## src/rtl/m_pcgen.sv

```systemverilog
// m_pcgen: program counter generator with boot/run/halt control, trap entry,
// branch/call/return redirects and a circular return-address stack.
module m_pcgen #(
   parameter int               XLEN      = 32,
   parameter int               STEP      = 4,
   parameter logic [XLEN-1:0]  RESET_VEC = XLEN'(32'h0),
   parameter logic [XLEN-1:0]  TRAP_VEC  = XLEN'(32'h100),
   parameter int               RAS_DEPTH = 4
) (
   input  logic            w_clk,
   input  logic            w_rst,
   input  logic            w_stall,
   input  logic            w_br_taken,
   input  logic [XLEN-1:0] w_br_tgt,
   input  logic            w_call,
   input  logic [XLEN-1:0] w_jmp_tgt,
   input  logic            w_ret,
   input  logic [XLEN-1:0] w_ret_tgt,
   input  logic            w_trap,
   input  logic            w_halt,
   input  logic            w_resume,
   output logic [XLEN-1:0] w_pc,
   output logic            w_pc_valid,
   output logic [XLEN-1:0] w_epc,
   output logic            w_ras_ovf,
   output logic            w_misalign
);

   localparam int              PTR_W    = $clog2(RAS_DEPTH);
   localparam logic [XLEN-1:0] STEP_INC = XLEN'(STEP);
   localparam logic [XLEN-1:0] LOW_MASK = XLEN'(STEP - 1);
   localparam logic [PTR_W:0]  CNT_FULL = (PTR_W + 1)'(RAS_DEPTH);
   localparam logic [PTR_W:0]  CNT_ONE  = (PTR_W + 1)'(1);
   localparam logic [PTR_W-1:0] PTR_ONE = PTR_W'(1);

   typedef enum logic [1:0] {S_BOOT, S_RUN, S_HALT} state_t;

   state_t           state;
   state_t           state_nxt;

   logic [XLEN-1:0]  ras [RAS_DEPTH];
   logic [PTR_W-1:0] ras_ptr;
   logic [PTR_W-1:0] ras_ptr_nxt;
   logic [PTR_W:0]   ras_cnt;
   logic [PTR_W:0]   ras_cnt_nxt;
   logic             ras_we;
   logic [PTR_W-1:0] ras_waddr;
   logic [XLEN-1:0]  ras_wdata;

   logic [XLEN-1:0]  pc_seq;
   logic [XLEN-1:0]  pc_nxt;
   logic [XLEN-1:0]  epc_nxt;
   logic [XLEN-1:0]  tgt;
   logic             redirect;
   logic             run_go;
   logic             ovf_nxt;
   logic             mis_nxt;

   // State register: reset always lands in S_BOOT
   always_ff @(posedge w_clk) begin
      if (w_rst) begin
         state <= S_BOOT;
      end else begin
         state <= state_nxt;
      end
   end

   // Next-state logic: trap forces S_RUN from anywhere; a stalled cycle cannot halt
   always_comb begin
      state_nxt = state;
      unique case (state)
         S_BOOT:  state_nxt = S_RUN;
         S_RUN:   if (!w_stall && w_halt) state_nxt = S_HALT;
         S_HALT:  if (w_resume) state_nxt = S_RUN;
         default: state_nxt = S_BOOT;
      endcase
      if (w_trap) begin
         state_nxt = S_RUN;
      end
   end

   // Output logic: only the run state presents a fetchable PC
   always_comb begin
      w_pc_valid = (state == S_RUN);
   end

   // Next-PC and RAS update selection; halt holds the PC, so it also masks redirects
   always_comb begin
      pc_seq      = w_pc + STEP_INC;
      run_go      = (state == S_RUN) && !w_stall && !w_halt;
      pc_nxt      = w_pc;
      epc_nxt     = w_epc;
      tgt         = '0;
      redirect    = 1'b0;
      ovf_nxt     = 1'b0;
      mis_nxt     = 1'b0;
      ras_we      = 1'b0;
      ras_waddr   = '0;
      ras_wdata   = '0;
      ras_ptr_nxt = ras_ptr;
      ras_cnt_nxt = ras_cnt;
      if (w_trap) begin
         pc_nxt  = TRAP_VEC;
         epc_nxt = w_pc;
      end else if (run_go) begin
         if (w_br_taken) begin
            tgt      = w_br_tgt;
            redirect = 1'b1;
         end else if (w_call) begin
            tgt       = w_jmp_tgt;
            redirect  = 1'b1;
            ras_we    = 1'b1;
            ras_wdata = pc_seq;
            if (w_ret && (ras_cnt != '0)) begin
               ras_waddr = ras_ptr;
            end else begin
               ras_waddr   = ras_ptr + PTR_ONE;
               ras_ptr_nxt = ras_ptr + PTR_ONE;
               if (ras_cnt == CNT_FULL) begin
                  ovf_nxt = 1'b1;
               end else begin
                  ras_cnt_nxt = ras_cnt + CNT_ONE;
               end
            end
         end else if (w_ret) begin
            redirect = 1'b1;
            if (ras_cnt != '0) begin
               tgt         = ras[ras_ptr];
               ras_ptr_nxt = ras_ptr - PTR_ONE;
               ras_cnt_nxt = ras_cnt - CNT_ONE;
            end else begin
               tgt = w_ret_tgt;
            end
         end else begin
            pc_nxt = pc_seq;
         end
         if (redirect) begin
            pc_nxt  = tgt & ~LOW_MASK;
            mis_nxt = |(tgt & LOW_MASK);
         end
      end
   end

   // PC, EPC, RAS bookkeeping and the one-cycle status pulses
   always_ff @(posedge w_clk) begin
      if (w_rst) begin
         w_pc       <= RESET_VEC;
         w_epc      <= '0;
         ras_ptr    <= '0;
         ras_cnt    <= '0;
         w_ras_ovf  <= 1'b0;
         w_misalign <= 1'b0;
      end else begin
         w_pc       <= pc_nxt;
         w_epc      <= epc_nxt;
         ras_ptr    <= ras_ptr_nxt;
         ras_cnt    <= ras_cnt_nxt;
         w_ras_ovf  <= ovf_nxt;
         w_misalign <= mis_nxt;
      end
   end

   // RAS storage; entries beyond the count are don't-care so they carry no reset
   always_ff @(posedge w_clk) begin
      if (ras_we && !w_rst) begin
         ras[ras_waddr] <= ras_wdata;
      end
   end

endmodule

```

## config.mk

```make
export PLATFORM = sky130hd
export DESIGN_NAME = m_pcgen
export DESIGN_NICKNAME = d
export VERILOG_FILES = /design/src/rtl/m_pcgen.sv
export SDC_FILE = /design/constraint.sdc
export NUM_CORES = 1
export LEC_CHECK = 0
export BUFFER_PORTS_ARGS = -buffer_cell sky130_fd_sc_hd__buf_4
export CORE_ASPECT_RATIO = 1.5
export CORE_MARGIN = 5
export CORE_UTILIZATION = 57
export DETAILED_ROUTE_END_ITERATION = 12
export PLACE_DENSITY = 0.81
export SETUP_SLACK_MARGIN = 0.15
export SKIP_LAST_GASP = 1
export SYNTH_ARGS = -nofsm -noshare
export SYNTH_HDL_FRONTEND = slang
export SYNTH_SLANG_ARGS = --single-unit
export TNS_END_PERCENT = 100
```

## constraint.sdc

```tcl
create_clock -name w_clk -period 14.3 [get_ports w_clk]
set_clock_uncertainty 0.15 [all_clocks]
set_input_delay 2.145 -clock w_clk [delete_from_list [all_inputs] [get_ports w_clk]]
set_output_delay 2.145 -clock w_clk [all_outputs]
set_load 0.01 [all_outputs]
```

==> metrics.csv, run 1 <==
metric,value,unit
post-route-worst-setup-slack,9.58,ns
cts_resized,0,
critPathCaptureType,flop,
wirelength,27.3,mm
ios,172,
fill_cells,1227,
yosysWarnings,0,
root_buffer,clkbuf_16,
wl_per_cell,23.1,um
cts_tree,yes,
grt_max_degree,43,
synthDistinctLibCells,67,
grt_pass1_wl,41.7,mm
final_cell_mix,"185 x buf_4, 128 x edfxtp_1, 98 x nor2_1",
postLayoutCellArea,0.0116,mm^2
synth_flop_cell,edfxtp_1,
grt_setup_unrepaired,no,
place_congestion,0.920,
antenna_found_initial,0,
synth_top_area_frac,0.405,
path_delay_family,simple AND/OR/NAND/NOR gates,
worst-setup-path-type,in2reg,
critPathArrivalTime,4.69,ns
worstSkewPairLatency,0.49,ns
design.die.area,0.0194,mm^2
cts_max_path_buffers,3,
synth_nets,929,
dp_slack,9.15,ns
p_per_area,106,mW/mm^2
crit_slowest_cell,or4b_1,
via_count,7602,
dr.pass1.iters,5,
ant_nets,0,
drive_gt1_frac,0.269,
cp.required,14.28,ns
min_period,4.72,ns
num_rows,57,
syn_inst,822,
finalCritPeriodShare,0.330,
cp_cell_sequence,buf_4 > or4b_1 > buf_4 > or4_1 > buf_4 > nor2_1 > nand2_1 > nor2_2 > buf_4,
crit_start,w_stall,
drc,0,
maxCapViolations,0,
dpl-instance-area,0.0109,mm^2
multi_input_area,0.00388,mm^2
die_y,168,um
initial_core_util,0.582,
crit_path_frequent_cell,buf_4,
relSlewSlack,0.418,
cts_made_buffers,20,
viasPerCell,6.43,
status,"finished, final reports clean",
final_common_cell,buf_4,
whs,0.342,ns
syn_avg_cell_area,11.6,um^2
regArea,0.00535,mm^2
critPathLaunchType,primary input,
cp_num_buf_inv,4,
overflow,0,
async_reset_ff_frac,0,
cts_setup_buffers,0,
cts.sinks,203,
grt_pass1_vias,7372,
cp_max_fo,40,
synth_edf_count,128,
finalPower,1220,uW
vdd_ir_drop_max,0.107,mV
n_antenna_cell,0,
ys_top_cells_by_area,"edfxtp_1 40%, dfxtp_1 16%, mux4_2 7.1%",
worst_slew_pin_slew,0.872,ns
core,0.0163,mm^2
holdCritPathClass,reg2reg,
cts.clk_slew.worst_paths,0.06,ns
ctsHoldBuffers,0,
worstHoldStart,w_epc[29],
slew_viol_final,0,
syn_area,0.00950,mm^2
p_leak,0.00401,uW
nNetsFinal,1069,
drt_iter0_markers,780,
fin_setup_tns,0,ns
post-synth-top-area-cell,edfxtp_1,
hold_violations,0,
ys_ff_latch,203,
setup_viol,0,
areaGrowthSynthToFinish,21.6,%
hpwl,18.9,mm
port_buffers,171,
die_w,115,um
reg2reg_from,state[1],
yosysSeqAreaShare,0.563,
fmax,212,MHz
critical-path-max-stage-delay,0.51,ns
grt_usage,0.276,
htreeDepth,1,
-- metal layers --
metal	vias to the layer above	routed length, um	GRT usage
met1	3660	10300	0.383
met3	75	2660	0.0420
met4	0	1090	0.107
li1	3382	-	-
met5	-	0	0
met2	485	13200	0.439
-- registers in the layout, summed over array words and instances, names as in the netlist, named ones only --
| register | flops |
|---|---|
| ras_ptr | 2 |
| ras_cnt | 3 |
| w_ras_ovf | 1 |
| state | 2 |
| ras | 128 |
| w_misalign | 1 |
| w_pc | 32 |
| w_epc | 32 |
-- kinds of logic (layout without fill, tap and decap cells) --
logic type | count (synthesis) | count (layout) | synth area share
AOI/OAI and AO/OA | 157 | 157 | 0.111
and+or+nand+nor | 282 | 282 | 0.148
muxes | 69 | 69 | 0.112
adders and majority gates | 2 | 2 | 0.00342
buffers and inverters | 76 | 230 | 0.0324
DFF | 203 | 203 | 0.563
xor gates and xnor gates | 33 | 33 | 0.0304
-- through the flow --
stage	instances	util
6_report	1182	0.708
5_1_grt	1182	0.708
3_5_place_dp	1146	0.668
4_1_cts	1182	0.708
3_3_place_gp	1146	0.668
2_1_floorplan	822	-
-- power breakdown --
part           leakage (uW)  switching [uW]  internal, uW
clock              0.000313             213           301
combinational       0.00201            44.2          37.7
sequential          0.00169            5.77           619
total               0.00401             263           957
-- worst min-delay path: cells and delay by family, from the launching register on --
kind	cells	cell delay, ns
DFF	1	0.32
muxes	1	0.06
and+or+nand+nor	1	0.07
-- final timing paths --
path,to,slack [ns],cells past startpoint
worst max-delay path,ras[1][9],9.58,9
worst min register to register,w_epc[29],0.34,2
worst min-delay path,w_epc[29],0.34,2
worst max register to register,ras[1][9],10.97,8
-- cell usage after synthesis (all sizes together), types with 4 or more instances --
cell	n
edfxtp	128
nor2	99
dfxtp	75
nand2	55
clkbuf	51
a21oi	46
mux2i	38
nand3	31
mux4	30
a211oi	23
nor3	21
o21ai	21
xor2	21
or3	18
buf	16
nand4	16
xnor2	12
and3	9
inv	9
and4	7
o22ai	7
a31oi	6
o211ai	6
a21o	5
nor3b	5
o221ai	5
o31ai	5
a2111oi	4
nand2b	4
o2111ai	4
-- layout make-up --
class / count / share of cell area
Timing Repair Buffer: 185 / 0.120
Sequential cell: 203 / 0.463
Multi-Input combinational cell: 543 / 0.336
Clock inverter: 9 / 0.00574
Inverter: 9 / 0.00292
Tap cell: 206 / 0.0223
Clock buffer: 27 / 0.0500
No activity file was read; power rests on OpenSTA's default activity.
==> inputs of run 2 (changes only) <==
--- a/config.mk
+++ b/config.mk
@@ -8,9 +8,9 @@
 export BUFFER_PORTS_ARGS = -buffer_cell sky130_fd_sc_hd__buf_4
 export CORE_ASPECT_RATIO = 1.5
 export CORE_MARGIN = 5
-export CORE_UTILIZATION = 57
+export CORE_UTILIZATION = 51
 export DETAILED_ROUTE_END_ITERATION = 12
-export PLACE_DENSITY = 0.81
+export PLACE_DENSITY = 0.77
 export SETUP_SLACK_MARGIN = 0.15
 export SKIP_LAST_GASP = 1
 export SYNTH_ARGS = -nofsm -noshare
==> constraint.sdc (replaced) <==
create_clock -name w_clk -period 4.07 [get_ports w_clk]
set_clock_uncertainty 0.15 [all_clocks]
set_input_delay 0.6105 -clock w_clk [delete_from_list [all_inputs] [get_ports w_clk]]
set_output_delay 0.6105 -clock w_clk [all_outputs]
set_load 0.01 [all_outputs]
==> metrics.csv, run 2 (synthesized netlist as in run 1, its figures left out) <==
metric,value,unit
status,"finished, final reports clean",
num_rows,61,
ctsHoldBuffers,0,
cts_max_path_buffers,3,
grt_usage,0.252,
finalCritPeriodShare,0.737,
nNetsFinal,1076,
finalPower,4250,uW
crit_slowest_cell,or4b_1,
fin_setup_tns,0,ns
postLayoutCellArea,0.0116,mm^2
final_cell_mix,"192 x buf_4, 128 x edfxtp_1, 98 x nor2_1",
stdcell_count,1234,
place_congestion,0.966,
viasPerCell,6.12,
ios,172,
critPathLaunchType,flop,
grt_pass1_wl,41.8,mm
via_count,7553,
min_path_cells,3,
fmax,333,MHz
hold_violations,0,
crit_cells,5,
vdd_ir_drop_max,0.256,mV
worst-setup-path-type,reg2reg,
htreeDepth,1,
relSlewSlack,0.423,
cp_max_fo,33,
p_per_area,365,mW/mm^2
cp_num_buf_inv,2,
cp.required,4.05,ns
place_inst,1199,
ff2ff_path_depth,5,
overflow,0,
worstSkewPairLatency,0.50,ns
cts_tree,yes,
drc,0,
cts_resized,0,
dpl-instance-area,0.0110,mm^2
grt_setup_unrepaired,no,
reg_top3,"ras: 128 flops, w_epc: 32 flops, w_pc: 32 flops",
slew_viol_final,0,
port_buffers,171,
antenna_found_initial,0,
core,0.0185,mm^2
maxCapViolations,0,
wl_per_cell,22.4,um
critical-path-max-stage-delay,0.58,ns
dr.pass1.iters,5,
final_common_cell,buf_4,
worst_slew_pin_slew,0.865,ns
grt_max_degree,43,
wirelength,27.6,mm
hpwl,19.8,mm
cts_setup_buffers,0,
holdCritPathClass,in2reg,
p_leak,0.00408,uW
cts.clk_slew.worst_paths,0.06,ns
design.die.area,0.0215,mm^2
n_antenna_cell,0,
largest_reg_flops,128,
min_period,3.00,ns
cts_made_buffers,20,
drt_iter0_markers,814,
cts.sinks,203,
regMostFlops,ras,
root_buffer,clkbuf_16,
initial_core_util,0.514,
die_y,177,um
ant_nets,0,
path_delay_family,simple AND/OR/NAND/NOR gates,
areaGrowthSynthToFinish,22.6,%
die_w,121,um
setup_viol,0,
critPathCaptureType,flop,
grt_pass1_vias,7324,
drive_gt1_frac,0.274,
crit_path_frequent_cell,buf_4,
critPathArrivalTime,2.98,ns
cp_cell_sequence,or4b_1 > or4_1 > buf_4 > nor3_4 > buf_4,
-- run 2: cell count changes in the layout (fill, tap and decap cells not counted), sizes merged --
cell / before / now
buf: 185 / 192
inv: 10 / 9
clkinv: 5 / 4
clkinvlp: 2 / 3
-- run 2: layer usage --
| metal | vias to the layer above | wire length (um) | part of all wire | track usage |
|---|---|---|---|---|
| li1 | 3391 | - | - | - |
| met1 | 3602 | 10500 | 0.38 | 0.343 |
| met2 | 478 | 13300 | 0.48 | 0.404 |
| met3 | 82 | 2440 | 0.089 | 0.0358 |
| met4 | 0 | 1280 | 0.047 | 0.107 |
| met5 | - | 0 | 0 | 0 |
-- run 2: worst paths after layout --
check | slack, ns | from | endpoint
max | 1.07 | state[1] | ras[2][11]
max reg2reg | 1.07 | state[1] | ras[2][11]
min | 0.27 | w_jmp_tgt[4] | w_pc[4]
min reg2reg | 0.34 | w_epc[29] | w_epc[29]
-- run 2: through the flow --
step | hold slack, ns | utilization | setup WS (ns)
6_report | 0.275 | 0.630 | 1.07
3_5_place_dp | 0.333 | 0.597 | 0.742
5_1_grt | 0.307 | 0.630 | 0.994
2_1_floorplan | 0.345 | - | 0.222
3_3_place_gp | 0.325 | 0.597 | 0.740
4_1_cts | 0.271 | 0.630 | 1.07
-- run 2: worst register-to-register path, cell delays in order (launching register included) --
cell and delay [ns]:
dfxtp_1 0.37, or4b_1 0.58, or4_1 0.55, buf_4 0.32
nor3_4 0.22, buf_4 0.44
-- run 2: where the power goes --
part	total [uW]	internal (uW)	switching, uW
combinational	295	136	159
sequential	2200	2170	22.0
clock	1760	1010	747
total	4250	3320	927
-- run 2: area by class of cell --
cell class / count / area, um^2
Clock inverter: 8 / 70.1
Fill cell: 1482 / 6830
Clock buffer: 27 / 548
Multi-Input combinational cell: 543 / 3890
Timing Repair Buffer: 192 / 1440
Tap cell: 252 / 315
Inverter: 9 / 33.8
Sequential cell: 203 / 5350
==> inputs of run 3 (changes only) <==
--- a/config.mk
+++ b/config.mk
@@ -5,12 +5,13 @@
 export SDC_FILE = /design/constraint.sdc
 export NUM_CORES = 1
 export LEC_CHECK = 0
+export ABC_AREA = 1
 export BUFFER_PORTS_ARGS = -buffer_cell sky130_fd_sc_hd__buf_4
 export CORE_ASPECT_RATIO = 1.5
 export CORE_MARGIN = 5
 export CORE_UTILIZATION = 51
 export DETAILED_ROUTE_END_ITERATION = 12
-export PLACE_DENSITY = 0.77
+export PLACE_DENSITY = 0.76
 export SETUP_SLACK_MARGIN = 0.15
 export SKIP_LAST_GASP = 1
 export SYNTH_ARGS = -nofsm -noshare
==> constraint.sdc (replaced) <==
create_clock -name w_clk -period 2.65 [get_ports w_clk]
set_clock_uncertainty 0.15 [all_clocks]
set_input_delay 0.3975 -clock w_clk [delete_from_list [all_inputs] [get_ports w_clk]]
set_output_delay 0.3975 -clock w_clk [all_outputs]
set_load 0.01 [all_outputs]
==> metrics.csv, run 3 <==
metric,value,unit
dr_wl_met3,2.34,mm
grt_usage,0.262,
p_int,5090,uW
grt_pass1_wl,47.0,mm
viasPerCell,5.42,
synth_flop_cell,edfxtp_1,
combPwrFrac,0.085,
wirelength,30.6,mm
critPathCaptureType,flop,
cts.sinks,203,
critPathLaunchType,flop,
p_clk_frac,0.399,
worst-setup-path-type,reg2reg,
syn_area,0.0101,mm^2
vdd_ir_drop_max,0.440,mV
drc,0,
cts_setup_buffers,0,
nNetsFinal,1530,
yosysWarnings,0,
worst_slew_pin_slew,0.650,ns
htreeDepth,1,
synthDistinctLibCells,40,
cts_made_buffers,18,
die_y,182,um
hold_violations,0,
core,0.0196,mm^2
yosysSeqAreaShare,0.531,
holdCritPathClass,in2reg,
syn_inst,1254,
synth_common_cells,"357 x nand2_1, 135 x nor2_1, 128 x edfxtp_1, 108 x a21oi_1, 95 x inv_1",
overflow,0,
syn_avg_cell_area,8.02,um^2
cp_cell_sequence,nor2_4 > nand2_4 > nand2_2 > a21oi_1 > o21ai_0 > nand4_1 > nor2_4 > buf_4,
wl_met2,15.2,mm
p_sw_frac,0.228,
antenna_found_initial,0,
via_count,9195,
fin_setup_tns,0,ns
setup_viol,0,
port_buffers,171,
drt_iter0_markers,643,
cp_max_fo,19,
ios,172,
largest_reg_flops,128,
regMostFlops,ras,
design.die.area,0.0227,mm^2
status,"finished, final reports clean",
ant_nets,0,
yosysMostFrequentCell,nand2_1,
place_congestion,1.00,
cts_max_path_buffers,3,
worstSkewPairLatency,0.49,ns
slew_viol_final,0,
n_antenna_cell,0,
initial_core_util,0.513,
crit_slowest_cell,dfxtp_1,
ys_top_cells_by_area,"edfxtp_1 38%, dfxtp_1 15%, nand2_1 13%",
cts_tree,yes,
finalCritPeriodShare,0.851,
hpwl,23.0,mm
synth_top_area_frac,0.382,
min_period,2.25,ns
drive_gt1_frac,0.201,
synth_nets,1361,
wl_per_cell,18.0,um
crit_path_frequent_cell,nor2_4,
stdcell_count,1695,
root_buffer,clkbuf_16,
final_common_cell,nand2_1,
critical-path-max-stage-delay,0.38,ns
cp.required,2.65,ns
ys_ff_latch,203,
p_seq_frac,0.515,
synth_edf_count,128,
wl_met1,11.6,mm
fmax,444,MHz
dr.pass1.iters,5,
maxCapViolations,0,
areaGrowthSynthToFinish,22.8,%
relSlewSlack,0.561,
grt_pass1_vias,8834,
post-synth-top-area-cell,edfxtp_1,
routed.top_layer,met4,
place_inst,1662,
critPathArrivalTime,2.25,ns
async_reset_ff_frac,0,
power.net_switching,1500,uW
p_leak,0.00502,uW
die_w,125,um
grt_setup_unrepaired,no,
final_cell_mix,"357 x nand2_1, 202 x buf_4, 131 x nor2_1",
reg_top3,"ras: 128 flops, w_epc: 32 flops, w_pc: 32 flops",
p_per_area,533,mW/mm^2
grt_max_degree,59,
num_rows,63,
cts.clk_slew.worst_paths,0.07,ns
[run 3: cells by family (layout without fill, tap and decap cells)]
family          Yosys count  after routing  synth area share
buf+inv                 172            353            0.0688
simple gates            645            645             0.272
flops                   203            203             0.531
xor+xnor                 13             13            0.0113
fa+ha+maj                 2              2           0.00323
compound gates          219            219             0.113
[run 3: what timing repair did]
action / CTS / global route
hold endpoints to repair: 3 / 0
hold buffers: 1 / 0
resized for setup: 0 / 0
[run 3: layout make-up]
cell class | count | area (um^2)
clock inverter | 10 | 95.1
clock buffer | 22 | 507
tap | 260 | 325
multi-input combinational | 879 | 4040
sequential | 203 | 5350
inverter | 114 | 429
fill | 1674 | 7270
timing repair buffer | 207 | 1610
[run 3: worst paths after layout]
kind	start	to	slack [ns]	depth (start not counted)
worst max-delay path	ras_cnt[0]	ras[2][26]	0.40	8
worst min-delay path	w_ret	w_ras_ovf	0.03	2
worst max register to register	ras_cnt[0]	ras[2][26]	0.40	8
worst min register to register	w_epc[6]	w_epc[6]	0.35	2
[run 3: critical path: cells and delay by family (launching register included)]
family	cells	cell delay (ns)
AO/OA/AOI/OAI	2	0.21
AND/OR/NAND/NOR	5	0.86
flip-flops	1	0.38
buffers and inverters	1	0.31
[run 3: power by group through the flow]
stage | Sequential [uW] | Clock [uW] | Combinational (uW)
after floorplan | 3470 | 0 | 254
after global placement | 3460 | 0 | 554
after detailed placement | 3460 | 0 | 556
after CTS | 3390 | 2660 | 560
after global routing | 3400 | 2820 | 615
final | 3390 | 2630 | 563
[run 3: per-layer routing]
layer | vias to the layer above | GRT usage
met2 | 445 | 0.457
met1 | 4208 | 0.319
li1 | 4455 | -
met4 | 0 | 0.125
met5 | - | 0
met3 | 87 | 0.0338
[run 3: through the flow]
| stage | hold slack (ns) | setup WS [ns] | utilization | area, um^2 | total power [uW] |
|---|---|---|---|---|---|
| after CTS | 0.0199 | 0.391 | 0.629 | 12400 | 6620 |
| after global placement | 0.336 | 0.339 | 0.598 | 11700 | 4020 |
| after floorplan | 0.317 | -0.0525 | - | 10100 | 3730 |
| final | 0.0301 | 0.396 | 0.629 | 12400 | 6590 |
| after detailed placement | 0.338 | 0.302 | 0.598 | 11700 | 4020 |
| after global routing | 0.0296 | 0.258 | 0.629 | 12400 | 6840 |
